`config.mk`:
```
export PLATFORM = sky130hd
export DESIGN_NAME = ddr_miss_handler
export DESIGN_NICKNAME = d
export VERILOG_FILES = /design/src/rtl/ddr_miss_handler.sv
export SDC_FILE = /design/constraint.sdc
export NUM_CORES = 1
export LEC_CHECK = 0
export ABC_AREA = 1
export BUFFER_PORTS_ARGS = -buffer_cell sky130_fd_sc_hd__buf_2
export CAP_MARGIN = 20
export CORE_AREA = 2 2 441 443
export CTS_CLUSTER_DIAMETER = 50
export DETAILED_ROUTE_END_ITERATION = 10
export DIE_AREA = 0 0 443 445
export GPL_TIMING_DRIVEN = 1
export PLACE_DENSITY = 0.35
export SLEW_MARGIN = 20
export SYNTH_ARGS = -nofsm -noshare
export SYNTH_HDL_FRONTEND = slang
export SYNTH_SLANG_ARGS = --single-unit
```
`constraint.sdc`:
```
create_clock -name clk -period 2 [get_ports clk]
set_input_delay 0.3 -clock clk [delete_from_list [all_inputs] [get_ports clk]]
set_output_delay 0.3 -clock clk [all_outputs]
set_load 0.05 [all_outputs]
```
`src/rtl/ddr_miss_handler.sv`:
```
// L2 miss handler: optional dirty-victim write-back, then block fill read from the DDR block controller.
// One DDR operation at a time, with an idle ram_en cycle between operations and a per-operation watchdog.
module ddr_miss_handler #(
  parameter int unsigned TIMEOUT_CYCLES = 4096,
  parameter int unsigned CNT_W          = 13
) (
  input  logic         clk,
  input  logic         rst,
  input  logic         miss_req,
  input  logic         miss_dirty,
  input  logic [29:0]  miss_addr,
  input  logic [29:0]  victim_addr,
  input  logic [255:0] victim_block,
  output logic         miss_ack,
  output logic [255:0] fill_block,
  output logic         busy,
  output logic         err,
  output logic         ram_en,
  output logic         ram_write,
  output logic [29:0]  ram_addr,
  output logic [255:0] data_to_ram,
  input  logic         ram_rdy,
  input  logic [255:0] block_out
);

  localparam int unsigned AW = 30;

  typedef enum logic [2:0] {
    S_IDLE,
    S_WB_REQ,
    S_GAP,
    S_RD_REQ,
    S_DONE
  } state_t;

  state_t           r_state;
  logic [AW-1:0]    r_miss_blk;
  logic [CNT_W-1:0] r_wd;
  logic [CNT_W-1:0] w_wd_inc;
  logic             w_timeout;
  logic             w_unused_lsbs;

  assign w_wd_inc  = r_wd + CNT_W'(1);
  assign w_timeout = (TIMEOUT_CYCLES != 0) && (w_wd_inc == CNT_W'(TIMEOUT_CYCLES));

  // Word offset within a block never reaches the DDR side.
  assign w_unused_lsbs = ^{miss_addr[2:0], victim_addr[2:0]};

  always_ff @(posedge clk) begin
    if (rst) begin
      r_state     <= S_IDLE;
      r_miss_blk  <= '0;
      r_wd        <= '0;
      miss_ack    <= 1'b0;
      fill_block  <= '0;
      busy        <= 1'b0;
      err         <= 1'b0;
      ram_en      <= 1'b0;
      ram_write   <= 1'b0;
      ram_addr    <= '0;
      data_to_ram <= '0;
    end else begin
      miss_ack <= 1'b0;
      case (r_state)
        S_IDLE: begin
          if (miss_req) begin
            r_miss_blk <= {miss_addr[29:3], 3'b000};
            r_wd       <= '0;
            busy       <= 1'b1;
            ram_en     <= 1'b1;
            if (miss_dirty) begin
              r_state     <= S_WB_REQ;
              ram_write   <= 1'b1;
              ram_addr    <= {victim_addr[29:3], 3'b000};
              data_to_ram <= victim_block;
            end else begin
              r_state   <= S_RD_REQ;
              ram_write <= 1'b0;
              ram_addr  <= {miss_addr[29:3], 3'b000};
            end
          end
        end
        S_WB_REQ: begin
          if (ram_rdy) begin
            r_state   <= S_GAP;
            ram_en    <= 1'b0;
            ram_write <= 1'b0;
          end else if (w_timeout) begin
            // Write-back never completed: abandon the fill and report.
            r_state   <= S_DONE;
            err       <= 1'b1;
            miss_ack  <= 1'b1;
            ram_en    <= 1'b0;
            ram_write <= 1'b0;
          end else begin
            r_wd <= w_wd_inc;
          end
        end
        S_GAP: begin
          r_state   <= S_RD_REQ;
          r_wd      <= '0;
          ram_en    <= 1'b1;
          ram_write <= 1'b0;
          ram_addr  <= r_miss_blk;
        end
        S_RD_REQ: begin
          if (ram_rdy) begin
            r_state    <= S_DONE;
            fill_block <= block_out;
            miss_ack   <= 1'b1;
            ram_en     <= 1'b0;
          end else if (w_timeout) begin
            r_state  <= S_DONE;
            err      <= 1'b1;
            miss_ack <= 1'b1;
            ram_en   <= 1'b0;
          end else begin
            r_wd <= w_wd_inc;
          end
        end
        S_DONE: begin
          r_state <= S_IDLE;
          busy    <= 1'b0;
        end
        default: begin
          r_state   <= S_IDLE;
          busy      <= 1'b0;
          ram_en    <= 1'b0;
          ram_write <= 1'b0;
        end
      endcase
    end
  end

endmodule

```
==> results.md <==
- Mux share of post-synthesis cell area: 0%
- Setup violators final: 0
- Hold depth: 4
- Initial DRC Count: 1416
- WS Path Type: reg2reg
- Final core occ: 21.3%
- Syn Area/Cell: 7.76 sq um
- Synth Area in Compound Gates: 14.5%
- Sequential area share after synthesis: 53.1%
- Minimum clock period: 1.95 ns
- Die area: 197000 sq um
- Yosys Warn Count: 0
- Seq. cell area: approximately 12000 sq um
- FILL cells: 21510
- Final period util: 97.4%
- Design area: 40900 sq um
- Antenna viol nets, final: 0
- DRC: 0
- Die height: 445 um
- Effective utilization at floorplan: a little under an eighth
- Post-DP Area: 31400 sq um
- Share of layout cells above drive strength 1: 32.8%
- Row cnt: 161
- Hpwl dp: 87500 um
- Average wire per standard cell: 16.7 um
- Setup ws final: 0.0526 ns
- Req. time, crit path: 2.64 ns
- Critical Path Fanout Max: 6
- Number of buffers added on ports: 1114
- CP Capture Type: flip-flop
- Count of flip-flops with a built-in enable after synthesis: 0
- Adder-cell area share of the yosys netlist: 0.0566%
- Clock Tree Root: clkbuf_16
- H-tree Lvls: 3
- RSZ-0062 raised after global routing: yes
- Total detailed-routing wirelength: roughly 120000 um
- GR Overflow Total: 0
- Antenna violations before repair: 11
- Fmax: slightly above 500 MHz
- Vias: 26550
- Arrival @ worst endpoint: 2.58 ns
- R2R cell count: 15
- Vias per inst: ~3.7
- Static Leakage: 17.3 nW
- XOR/XNOR share of the synthesized area: 0.0396%
- Cells after Synth: 2852
- Hold Path Class: in2reg
- CTS Sinks: ~600
- Post-Place Setup Slack: 0.0226 ns
- Nets: ~5100
- #FFs+latches synth: 587
- Final hold violations: 0
- Main combinational cell family by area after synthesis: simple AND/OR/NAND/NOR gates
- Global-route wire length before repair: approximately 170000 um
- Die W: 443 um
- Io pins: about 1100
- Worst vdd ir: 0.000666 V
- Multi-input logic area: between 9000 and 10000 sq um
- CTS tree: yes
- Power per cell area: 919 nW/um^2
- Largest net degree at the start of global routing: 76
- Setup Skew: between 0.03 and 0.04 ns
- Post-Synth Simple-Gate Area: between 20% and 30%
- Max Cap Violations: 0
- Status: completed
- Slew Limit Fails: 0
- CTS clk-pin slew, worst paths: ~0.050 ns
- Core Box Area: 192000 sq um
- Synth Cell Area: 22100 sq um
- Vias in the first global route: about 27000
- Post-synth top flop: dfxtp_1
- Synth unique cells: 27
- Final GP Congestion: ~0.85
- Worst setup SP type: flip-flop
- Total Routing Usage GR: 11.4%
- Area grow syn2layout: 84.8%
- Pre-antenna DRT Iters: 5
- Clk buf depth: 3
- Final hold slack: 0.0813 ns
- Ys async rst share: 0%
- TritonCTS Buffers: 99
- Clock Latency Late Sink: just over 0.7 ns
[repair_timing]
item,CTS,global route
resized for setup,0,32
setup endpoints to repair,0,20
hold endpoints to repair,564,1
buffers inserted,0,10
hold buffers,565,1
[routing by layer]
layer	GRT usage, %	wire (um)	up-vias
met5	0	0	-
met4	4.28	4390	0
met3	3.29	7680	217
met2	20.7	61800	908
met1	12.4	45700	12395
li1	-	-	13030
[metrics by stage]
stage,std cells,power [W],setup TNS [ns]
after floorplan,2854,0.0161,0
after global placement,6387,0.0184,-0.101
after detailed placement,6387,0.0184,0
after CTS,7138,0.0382,0
after global routing,7157,0.0392,-1.16
final,7158,0.0376,0
[worst max-delay path, stage by stage (launching register included)]
cell and delay [ns]:
dfxtp_4 0.36, ha_4 0.14, nand2_4 0.06, nor2_4 0.14, buf_4 0.13, nand2_1 0.04, nand2_1 0.07, nand2_2 0.07
a21oi_2 0.10, nand2_1 0.07, nor2_2 0.15, nand3_4 0.13, buf_4 0.19, nand4_1 0.07, nand2_1 0.06, nor2_1 0.08
[cells in the mapped netlist, types with 2 or more instances]
cell      number  area, sq um
nand2_2       11         68.8
buf_4         14          105
nand3_4        2         35.0
nor3_1         2         10.0
nor2_4         5         56.3
inv_2         11         41.3
clkbuf_1     157          589
dfxtp_1      587        11800
nand3_1      553         2770
nor2_2         5         31.3
buf_1          7         26.3
inv_1         56          210
o21ai_0       56          280
a31oi_1       28          175
nand4_1       17          106
nor2_1        35          131
buf_2         85          425
nand2_1      666         2500
a21oi_1      547         2740
[area by class of cell]
class / instances / area share, %
timing repair buffer: 1849 / 31.9
sequential: 587 / 28.8
multi-input combinational: 1935 / 22.2
tap: 2526 / 7.73
clock buffer: 124 / 6.53
clock inverter: 62 / 2.24
inverter: 68 / 0.624
antenna: 7 / 0.0429
[state kept, by name (all words and copies together) (netlist names), 3 cells and up]
register     cells
data_to_ram    256
fill_block     256
r_miss_blk      27
r_state          3
r_wd            13
ram_addr        27
[worst paths after layout]
kind | startpoint | slack [ns] | end
worst min register to register | r_miss_blk[26] | 0.45 | ram_addr[26]
worst max-delay path | r_wd[1] | 0.05 | r_wd[2]
worst max register to register | r_wd[1] | 0.05 | r_wd[2]
worst min-delay path | victim_block[8] | 0.08 | data_to_ram[8]
[where the power goes]
part           switching, W  total (W)  internal [W]
logic               0.00415    0.00652       0.00237
registers          0.000295     0.0126        0.0123
clock network       0.00680     0.0185        0.0117
[cells by family (layout without fill, tap and decap cells)]
family / count (synthesis) / in the layout
other: 1 / 10
DFF: 587 / 587
and+or+nand+nor: 1296 / 1297
xor gates and xnor gates: 1 / 1
buffers and inverters: 333 / 2103
AOI/OAI and AO/OA: 633 / 633
adders and majority gates: 1 / 1
[cells in the final DEF, fill, tap and decap left out, types with 14 or more instances in the layout]
master | Yosys | routed
a21oi_1 | 547 | 546
nand2_1 | 666 | 657
dfxtp_1 | 587 | 580
buf_4 | 14 | 126
dlygate4sd3_1 | 0 | 566
nor2_1 | 35 | 32
clkbuf_1 | 157 | 15
nand4_1 | 17 | 17
clkbuf_16 | 0 | 100
bufinv_16 | 0 | 16
buf_12 | 0 | 36
nand2_2 | 11 | 17
buf_2 | 85 | 1111
nand3_1 | 553 | 548
inv_1 | 56 | 56
a31oi_1 | 28 | 28
o21ai_0 | 56 | 56
clkinv_2 | 0 | 14
No activity file was read; power rests on OpenSTA's default activity.
